[config.mk]
export PLATFORM = sky130hd
export DESIGN_NAME = multi_bcd_display
export DESIGN_NICKNAME = d
export VERILOG_FILES = /design/src/rtl/multi_bcd_display.sv
export SDC_FILE = /design/constraint.sdc
export NUM_CORES = 1
export LEC_CHECK = 0
export CELL_PAD_IN_SITES_DETAIL_PLACEMENT = 1
export CELL_PAD_IN_SITES_GLOBAL_PLACEMENT = 2
export CORE_ASPECT_RATIO = 0.7
export CORE_MARGIN = 3
export CORE_UTILIZATION = 31
export DETAILED_ROUTE_END_ITERATION = 7
export PLACE_DENSITY = 0.85
export REMOVE_ABC_BUFFERS = 1
export SLEW_MARGIN = 20
export SYNTH_ARGS = -nofsm -noshare
export SYNTH_HDL_FRONTEND = slang
export SYNTH_SLANG_ARGS = --single-unit
[constraint.sdc]
create_clock -name clk -period 2.65 [get_ports clk]
set_input_delay 0.265 -clock clk [delete_from_list [all_inputs] [get_ports clk]]
set_output_delay 0.265 -clock clk [all_outputs]
set_load 0.01 [all_outputs]
[src/rtl/multi_bcd_display.sv]
// Multi-channel binary-to-BCD seven-segment driver: sequential double-dabble per channel, atomic commit.
// Optional build macro: MULTI_BCD_DISPLAY_LEADING_ZERO_BLANK_EN (blank leading zero digits).
module multi_bcd_display #(
  parameter int CHANNELS = 2,
  parameter int IN_WIDTH = 6,
  parameter int DIGITS   = 2
) (
  input  logic                         clk,
  input  logic                         rst,
  input  logic                         in_valid,
  output logic                         in_ready,
  input  logic [CHANNELS*IN_WIDTH-1:0] in_data,
  output logic                         busy,
  output logic [CHANNELS-1:0]          overflow,
  output logic [CHANNELS*DIGITS*7-1:0] hex
);

  // state  | meaning
  // IDLE   | waiting for a bundle, in_ready high
  // SHIFT  | shift-add-3 on the current channel, IN_WIDTH cycles
  // STORE  | encode current channel into shadow registers, advance
  // COMMIT | copy shadow registers to outputs in one edge
  localparam logic [1:0] S_IDLE   = 2'd0;
  localparam logic [1:0] S_SHIFT  = 2'd1;
  localparam logic [1:0] S_STORE  = 2'd2;
  localparam logic [1:0] S_COMMIT = 2'd3;

  localparam int BW    = 4 * DIGITS;
  localparam int HEX_W = 7 * DIGITS;
  localparam int CNT_W = (IN_WIDTH > 1) ? $clog2(IN_WIDTH) : 1;
  localparam int IDX_W = (CHANNELS > 1) ? $clog2(CHANNELS) : 1;

  localparam logic [6:0] SEG_ZERO  = 7'b1000000;
  localparam logic [6:0] SEG_DASH  = 7'b0111111;
  localparam logic [6:0] SEG_BLANK = 7'b1111111;

  function automatic int unsigned pow10(input int n);
    int unsigned p;
    p = 1;
    for (int i = 0; i < n; i++) p = p * 10;
    return p;
  endfunction

  localparam int unsigned LIMIT = pow10(DIGITS);
  localparam logic [CNT_W-1:0] CNT_LOAD = CNT_W'(IN_WIDTH - 1);

  function automatic logic [6:0] seg7(input logic [3:0] d);
    case (d)
      4'd0:    seg7 = 7'b1000000;
      4'd1:    seg7 = 7'b1111001;
      4'd2:    seg7 = 7'b0100100;
      4'd3:    seg7 = 7'b0110000;
      4'd4:    seg7 = 7'b0011001;
      4'd5:    seg7 = 7'b0010010;
      4'd6:    seg7 = 7'b0000010;
      4'd7:    seg7 = 7'b1111000;
      4'd8:    seg7 = 7'b0000000;
      4'd9:    seg7 = 7'b0010000;
      default: seg7 = SEG_BLANK;
    endcase
  endfunction

  logic [1:0]                   r_state;
  logic [CHANNELS*IN_WIDTH-1:0] r_data;
  logic [IN_WIDTH-1:0]          r_shift;
  logic [BW-1:0]                r_bcd;
  logic                         r_cout;
  logic [CNT_W-1:0]             r_cnt;
  logic [IDX_W-1:0]             r_idx;
  logic [CHANNELS*HEX_W-1:0]    r_hex_sh;
  logic [CHANNELS-1:0]          r_ovf_sh;
  logic [CHANNELS*HEX_W-1:0]    r_hex;
  logic [CHANNELS-1:0]          r_ovf;

  logic [BW-1:0]                w_bcd_adj;
  logic [CHANNELS*IN_WIDTH-1:0] w_data_nxt;
  logic [IN_WIDTH-1:0]          w_cur_val;
  logic                         w_ovf;
  logic [HEX_W-1:0]             w_chan_hex;
`ifdef MULTI_BCD_DISPLAY_LEADING_ZERO_BLANK_EN
  logic                         w_lead;
`endif

  assign in_ready   = (r_state == S_IDLE);
  assign busy       = (r_state != S_IDLE);
  assign hex        = r_hex;
  assign overflow   = r_ovf;
  assign w_data_nxt = r_data >> IN_WIDTH;
  assign w_cur_val  = r_data[IN_WIDTH-1:0];

  // A bit leaving the top digit is equivalent to the range compare; both feed the flag.
  assign w_ovf = (32'(w_cur_val) >= LIMIT) | r_cout;

  always_comb begin
    w_bcd_adj = r_bcd;
    for (int d = 0; d < DIGITS; d++) begin
      if (r_bcd[d*4 +: 4] >= 4'd5) w_bcd_adj[d*4 +: 4] = r_bcd[d*4 +: 4] + 4'd3;
    end
  end

  always_comb begin
    w_chan_hex = '0;
`ifdef MULTI_BCD_DISPLAY_LEADING_ZERO_BLANK_EN
    w_lead = 1'b1;
    for (int d = DIGITS - 1; d >= 0; d--) begin
      if (w_lead && (d != 0) && (r_bcd[d*4 +: 4] == 4'd0)) begin
        w_chan_hex[d*7 +: 7] = SEG_BLANK;
      end else begin
        w_lead = 1'b0;
        w_chan_hex[d*7 +: 7] = seg7(r_bcd[d*4 +: 4]);
      end
    end
`else
    for (int d = 0; d < DIGITS; d++) begin
      w_chan_hex[d*7 +: 7] = seg7(r_bcd[d*4 +: 4]);
    end
`endif
    if (w_ovf) w_chan_hex = {DIGITS{SEG_DASH}};
  end

  always_ff @(posedge clk) begin
    if (rst) begin
      r_state  <= S_IDLE;
      r_data   <= '0;
      r_shift  <= '0;
      r_bcd    <= '0;
      r_cout   <= 1'b0;
      r_cnt    <= '0;
      r_idx    <= '0;
      r_hex_sh <= {(CHANNELS*DIGITS){SEG_ZERO}};
      r_ovf_sh <= '0;
      r_hex    <= {(CHANNELS*DIGITS){SEG_ZERO}};
      r_ovf    <= '0;
    end else begin
      case (r_state)
        S_IDLE: begin
          if (in_valid) begin
            r_data  <= in_data;
            r_shift <= in_data[IN_WIDTH-1:0];
            r_bcd   <= '0;
            r_cout  <= 1'b0;
            r_idx   <= '0;
            r_cnt   <= CNT_LOAD;
            r_state <= S_SHIFT;
          end
        end
        S_SHIFT: begin
          r_bcd   <= {w_bcd_adj[BW-2:0], r_shift[IN_WIDTH-1]};
          r_cout  <= r_cout | w_bcd_adj[BW-1];
          r_shift <= r_shift << 1;
          if (r_cnt == '0) r_state <= S_STORE;
          else             r_cnt   <= r_cnt - 1'b1;
        end
        S_STORE: begin
          r_hex_sh[r_idx*HEX_W +: HEX_W] <= w_chan_hex;
          r_ovf_sh[r_idx]                <= w_ovf;
          if (int'(r_idx) < CHANNELS - 1) begin
            r_idx   <= r_idx + 1'b1;
            r_data  <= w_data_nxt;
            r_shift <= w_data_nxt[IN_WIDTH-1:0];
            r_bcd   <= '0;
            r_cout  <= 1'b0;
            r_cnt   <= CNT_LOAD;
            r_state <= S_SHIFT;
          end else begin
            r_state <= S_COMMIT;
          end
        end
        S_COMMIT: begin
          r_hex   <= r_hex_sh;
          r_ovf   <= r_ovf_sh;
          r_state <= S_IDLE;
        end
        default: r_state <= S_IDLE;
      endcase
    end
  end

endmodule

Yosys cells after proc, flatten, opt, wreduce, memory -nomap -nowiden
Memory sizes are Yosys's and may differ from the RTL's. A register that Yosys moved wholly into a read port is not among the register bits.
Cells that the tools add are included.
- add/subtract/negate cells: 5
- multipliers: 1
- div/mod/pow operators: 0
- order comparisons: 5
- equality and inequality tests: 7
- shift operators: 2
- mux-type cells: 33
- bitwise operators: 1
- reductions and logical operators: 10
- operator list (operator ; number):
    negator 5 -> 34 bit ; 1
    variable shift 14 x 34 -> 28 bit, first input constant ; 1
    indexed part select 14 x 34 -> 28 bit ; 1
    bitwise mux 28 bit ; 1
    two-way mux 12 bit ; 2
    two-way mux 4 bit ; 6
    case mux 12 bit (2 select lines) ; 1
    case mux 8 bit (3 select lines) ; 1
    case mux 6 bit (3 select lines) ; 1
    two-way mux 8 bit ; 2
    two-way mux 14 bit ; 1
    two-way mux 6 bit ; 2
    two-way mux 3 bit ; 3
    case mux 3 bit (3 select lines) ; 1
    adder 4 x 2 -> 4 bit, second input constant ; 2
    greater-or-equal comparator 4 x 3 -> 1 bit, second input constant ; 2
    inequality test 2 bit, second input constant ; 4
    case mux 2 bit (4 select lines) ; 1
    two-way mux 2 bit ; 3
    AND reduction 3 bit ; 2
    == test 2 bit, second input constant ; 2
    multiplier 1 x 3 -> 4 bit, second input constant ; 1
    two-way mux 1 bit ; 4
    AND reduction 4 bit ; 1
    other kinds (17) ; 18
- flip-flop bits (word level): 93
- bits in latches: 0
- memory bits (writable): 0
- bits in read-only memories: 224
- input bits: 15
- word-level logic and storage cells: 77
- memories kept: 2
- memories (memory ; depth ; width ; read ports ; clocked after memory_dff ; wr ports ; RTL line ; RTL):
    (no name shown) ; 16 ; 7 ; 1 ; 1 ; 0 ; 48 ; case (d)
    (no name shown) ; 16 ; 7 ; 1 ; 1 ; 0 ; 48 ;

Longest topological paths before layout
Gate-level depths: netlist (run 1).
- depth in word-level cells: 5
- depth in mapped cells: 14

Worst setup path before layout (run 1)
No wires, ideal clock.
- path kind: reg2reg
- from: register r_state[0]
- to: register with a tool-made name
- data arrival time: 2472 ps
- setup slack: 62 ps
- cell stages (with the launch flop): 13
- path buffers: 2
- clock period less this slack: 2588 ps
- cell sequence: dfxtp_1 > inv_1 > ha_1 > nor2b_1 > clkbuf_1 > or3_1 > clkbuf_1 > nand3_1 > nand2_1 > ha_1 > nand3_1 > a32o_1 > a31o_2
- RTL lines (item ; RTL line ; RTL):
    start, declared ; 63 ; logic [1:0] r_state;
    start signal, assigned ; 123 ; r_state <= S_IDLE;
    start signal, assigned ; 144 ; r_state <= S_SHIFT;
    start signal, assigned ; 151 ; if (r_cnt == '0) r_state <= S_STORE;

==> results.ini, run 1 <==
[floorplanning]
io_pins=47
die_w_um=150.2
die_height_um=106.9
die_area_um2=16050
start_util_pct=32.09
fp-row-count=36
core_area_um2=14050

[clock_tree]
clk_pin_slew_worst_paths_ns=0.07
cts_sinks=101
clkLatencyLatePin_ns=0.35
post-cts-setup-buffers=0
numCtsBuffers=9
tritoncts=done
clk_root_buffer_cell=clkbuf_16
cts_resized=0
cts_htree_levels=3
cts_buffer_depth=2
ctsHoldBuffers=0

[cells_and_area]
seq_area_um2=2022
nets=585
final_cell_mix=101 x dfxtp_1, 77 x nor2_1, 47 x nand2_1, 45 x clkdlybuf4s50_1, 34 x mux2i_1
design_area_um2=5597
stdcell_count=744
n_antenna_cell=0
multiInputGateArea_um2=2291
n_fill_cell=1620
final_common_cell=dfxtp_1
layout-drive-gt1-share_pct=10.65
area_growth_pct=24.11

[global_route]
grt_pass1_vias=3798
grt_remaining_overflow=0
grt_pass1_wl_um=19030
grt_start_max_net_pins=45
grt_antenna_before_repair=0
grtUsageTotal_pct=14.64

[synthesis]
synth_cell_type_count=54
netlist_area_um2=4509
ys_ff_latch=101
synth_edf_count=0
postSynthCellCount=505
synth.yosys.seq_area_share_pct=44.84
synth_flop_cell=dfxtp_1
synthArstFlopShare_pct=0
yosys_warnings=0
avgSynthCellArea_um2=8.929

[placement]
placed_area_um2=5231
dp.cells=728
hpwl_um=8193
io_buffers=46
gp_congestion=0.8492

[timing]
fin_crit_sh_pct=93.68
max_slew_margin_pct=57.48
tightest_slew_ns=0.6370
setup_viol=0
hold_viol_final=0
slew_viol_final=0
fin_skew_ns=0.005678
rsz0062_at_grt=true
layout_min_cycle_time_ns=2.483
fmax_mhz=402.8

[hold_path]
hold_class=in2reg
min_path_cells=2

[power]
power_density_nw_per_um2=792.3
p_total_uw=4434
ir_drop_mv=0.2990
power.leakage_uw=0.002027

[worst_setup_path]
critPathMaxFanout=11
r2r_slack_ns=0.17
path_delay_family=simple AND/OR/NAND/NOR gates
cp_slowest_stage_delay_ns=0.41
required_ns=2.90
path_class=reg2reg
crit_cells=11
cp.arrival_ns=2.73
cp_common_cell=inv_1
crit_path_end_kind=flop
cp_slowest_cell=dfxtp_1
crit_buf_inv=3
r2r_cells=11
cp-start-kind=flop
path_cells=inv_1, ha_1, and2_4, or3_1, nand3_1, nand2_1, inv_1, ha_1, inv_1, a32o_1, a31o_2

[drt]
post-route-drc-count=0
first_pass_iters=5
drt-vias-per-instance=4.968
avgRoutedWirePerCell_um=15.44
wirelength_um=11490
final_antenna_net_count=0
vias=3696
drt-initial-drc-count=201

[status]
outcome=completed

[flow_run]
maxCapViolCount=0

cells by family (layout without fill, tap and decap cells):
| kind of cell | count (synthesis) | after routing | synth area share [%] |
|---|---|---|---|
| flops | 101 | 101 | 44.84 |
| fa+ha+maj | 21 | 21 | 5.827 |
| xor+xnor | 1 | 1 | 0.1943 |
| mux | 36 | 36 | 8.019 |
| buf+inv | 57 | 106 | 5.105 |
| compound gates | 114 | 114 | 17.81 |
| simple gates | 175 | 175 | 18.20 |
Yosys cell counts, drive strengths merged (3+ instances only):
cell type  count  share of area, %
a21oi         29               3.2
nand3          5              0.55
inv           23               1.9
a21o           4              0.67
buf           10               1.2
ha            21               5.8
mux2i         35               7.8
o32ai          3              0.92
a22oi          5              0.83
clkbuf        24               2.0
nor3           8               1.1
a311oi         4              0.78
nor2b          5              0.69
nor4           3              0.55
nor3b          7               1.2
dfxtp        101                45
nand2b         9               1.2
o211ai         9               1.5
a211oi        26               4.3
o21ai         14               1.6
o31ai          3              0.50
nor2          77               6.4
nand2         47               3.9
path summary, 6_finish.rpt:
| path | startpoint | end |
|---|---|---|
| max | r_state[0] | flop |
| min | rst | r_data[11] |
| max reg2reg | r_state[0] | flop |
| min reg2reg | r_shift[5] | r_shift[5] |
area by class of cell:
class	count	area share, %
clock buffer	11	4.516
timing repair buffer	67	11.18
multi-input combinational	347	40.93
clock inverter	5	1.453
sequential	101	36.13
inverter	23	1.543
tap	190	4.248
stage by stage:
stage	setup WS [ns]	hold WS (ns)	TNS (ns)	utilization (%)
3_3_place_gp	0.1259	0.4445	0	37.22
6_report	0.1674	0.3374	0	39.82
4_1_cts	0.1192	0.3253	0	39.60
2_1_floorplan	-0.1202	0.3341	-0.2096	-
3_5_place_dp	0.04395	0.4538	0	37.22
5_1_grt	-0.01492	0.3582	-0.01492	39.82
layer usage:
metal / vias up / GRT usage, % / wire, µm
met5: - / 0 / 0
li1: 1855 / - / -
met4: 0 / 4.112 / 99
met2: 55 / 22.94 / 5092
met1: 1777 / 20.28 / 5840
met3: 9 / 3.295 / 456
power breakdown:
group          switching [µW]  total, µW  internal (µW)
clock                     593       1480            883
sequential                101       1780           1680
combinational             701       1180            476
total                    1390       4430           3040
Power figures use the tool's default switching activity.
==> run 2, diff against run 1 <==
SKIP_CTS_REPAIR_TIMING = 1   (was default)
==> results of run 2 <==
The final DEF is identical to that of run 1; final timing and power are the same.
==> run 3, diff against run 2 <==
SETUP_SLACK_MARGIN = 0.2   (was default)
SKIP_LAST_GASP = 1   (was default)
==> run 3 against run 2 <==
Against the previous run: sequential power is essentially flat; die area unchanged; hold slack got worse by 0.0012 ns; clock skew down 0.0011 ns; clock power about the same; core utilization up 0.53 points; power up 0.92%; fmax up 5.6%; sequential share of layout area decreased by 0.39 points.
==> results.ini, run 3 (same netlist as run 1, synthesis figures left out) <==
[drt]
wirelength_um=11590  ; +0.91%
met3_length_um=440  ; -3.5%
first_pass_iters=4  ; -1
wl_met2_um=5201  ; +2.1%
avgRoutedWirePerCell_um=15.56  ; +0.78%
post-route-drc-count=0  ; unchanged
vias=3685  ; -0.30%
highest_layer=met4
drt-initial-drc-count=187  ; -7.0%
met1_length_um=5863  ; +0.39%
drt-vias-per-instance=4.946  ; -0.43%
final_antenna_net_count=0  ; unchanged

[global_route]
grt_antenna_before_repair=0  ; unchanged
grt_start_max_net_pins=45  ; unchanged
grtUsageTotal_pct=14.64  ; unchanged
grt_pass1_wl_um=19030  ; unchanged
grt_pass1_vias=3798  ; unchanged
grt_remaining_overflow=0  ; unchanged

[cells_and_area]
design_area_um2=5672  ; +1.3%
final_common_cell=dfxtp_1
n_fill_cell=1617  ; -0.19%
seq_area_um2=2027  ; +0.25%
multiInputGateArea_um2=2350  ; +2.6%
nets=586  ; +0.17%
layout-drive-gt1-share_pct=13.51  ; +2.9 points
final_cell_mix=97 x dfxtp_1, 77 x nor2_1, 46 x nand2_1, 45 x clkdlybuf4s50_1, 32 x mux2i_1
n_antenna_cell=0  ; unchanged
area_growth_pct=25.78
postLayoutCoreUtil_pct=40.36  ; +0.53 points

[floorplanning]
die_w_um=150.2  ; unchanged
die_area_um2=16050  ; unchanged
fp-row-count=36  ; unchanged
die_height_um=106.9  ; unchanged
start_util_pct=32.09  ; unchanged
core_area_um2=14050  ; unchanged
io_pins=47  ; unchanged

[clock_tree]
cts_buffer_depth=2  ; unchanged
clkLatencyLatePin_ns=0.35  ; about the same
cts_sinks=101  ; unchanged
numCtsBuffers=9  ; unchanged
clk_root_buffer_cell=clkbuf_16
cts_htree_levels=3  ; unchanged
tritoncts=done
clk_pin_slew_worst_paths_ns=0.07  ; about the same

[worst_setup_path]
critPathMaxFanout=11  ; unchanged
cp.arrival_ns=2.63  ; -0.10 ns
r2r_cells=10  ; -1
crit_path_end_kind=flop
cp-start-kind=flop
required_ns=2.93  ; +0.03 ns
r2r_slack_ns=0.30  ; +0.13 ns
startpoint=r_state[0]
path_class=reg2reg
rr_startpoint=r_state[0]

[status]
outcome=completed

[timing]
fin_skew_ns=0.004534  ; -0.001144 ns
max_slew_margin_pct=57.52  ; about the same
tightest_slew_ns=0.6364  ; -0.0005596 ns
hold_viol_final=0  ; unchanged
setup_viol=0  ; unchanged
fin_crit_sh_pct=88.74  ; -4.9 points
rsz0062_at_grt=true
layout_min_cycle_time_ns=2.352  ; -0.1310 ns
fmax_mhz=425.2  ; +5.6%
slew_viol_final=0  ; unchanged

[power]
power_density_nw_per_um2=789.0  ; -0.42%
ir_drop_mv=0.3015  ; +0.82%
power.leakage_uw=0.002041  ; +0.69%

[flow_run]
maxCapViolCount=0  ; unchanged

[placement]
hpwl_um=8193  ; unchanged
gp_congestion=0.8492  ; unchanged
placed_area_um2=5231  ; unchanged
io_buffers=46  ; unchanged

[hold_path]
hold_class=in2reg

==> run 3: cell types whose count changed in the layout (fill, tap and decap cells not counted), moves of 2 or more <==
cell	before	now
inv_2	1	3
mux2i_1	34	32
nor4_1	2	0
inv_1	22	20
dfxtp_2	0	4
dfxtp_1	101	97
==> run 3: worst max-delay path, cell delays in order, from the launching register on <==
cell and delay, ns:
dfxtp_2 0.37, inv_1 0.08, ha_1 0.22, and2_4 0.22
or3_1 0.42, nand3_1 0.16, nand2_1 0.14, ha_1 0.34
nor2_1 0.10, nand2_1 0.07, o21ai_0 0.14
==> run 3: cell type report <==
class / instances / area share (%)
Clock inverter: 5 / 1.434
Sequential cell: 101 / 35.74
Inverter: 23 / 1.522
Tap cell: 190 / 4.191
Clock buffer: 11 / 4.456
Timing Repair Buffer: 68 / 11.23
Multi-Input combinational cell: 347 / 41.43
==> run 3: how the worst min path moves through the flow <==
| stage | slack (ns) | from | to | cells after the start |
|---|---|---|---|---|
| finish | 0.34 | rst | r_data[11] | 2 |
| global route | 0.36 | rst | r_data[11] | 2 |
| CTS | 0.33 | rst | r_data[11] | 2 |
| detailed placement | 0.45 | r_shift[5] | r_shift[5] | 2 |
| global placement | 0.44 | r_shift[3] | r_shift[3] | 2 |
| floorplan | 0.33 | rst | r_cnt[2] | 1 |
==> run 3: power by group <==
part           leakage [µW]  internal [µW]  switching (µW)
logic               0.00105            495             717
registers          0.000820           1680             101
clock network      0.000167            883             595
total               0.00204           3060            1410
==> run 3: through the flow <==
| stage | TNS, ns | hold WS (ns) | power [µW] | setup slack [ns] | cells |
|---|---|---|---|---|---|
| after floorplan | -0.2096 | 0.3341 | 2522 | -0.1202 | 471 |
| after global placement | 0 | 0.4445 | 2920 | 0.1259 | 728 |
| after detailed placement | 0 | 0.4538 | 2976 | 0.04395 | 728 |
| after CTS | 0 | 0.3253 | 4459 | 0.1192 | 744 |
| after global routing | 0 | 0.3612 | 4711 | 0.1602 | 745 |
| final | 0 | 0.3362 | 4475 | 0.2984 | 745 |
==> run 3: metal layers <==
metal | vias to the layer above | global-route usage [%]
met3 | 10 | 3.295
met5 | - | 0
met4 | 0 | 4.112
li1 | 1855 | -
met2 | 46 | 22.94
met1 | 1774 | 20.28
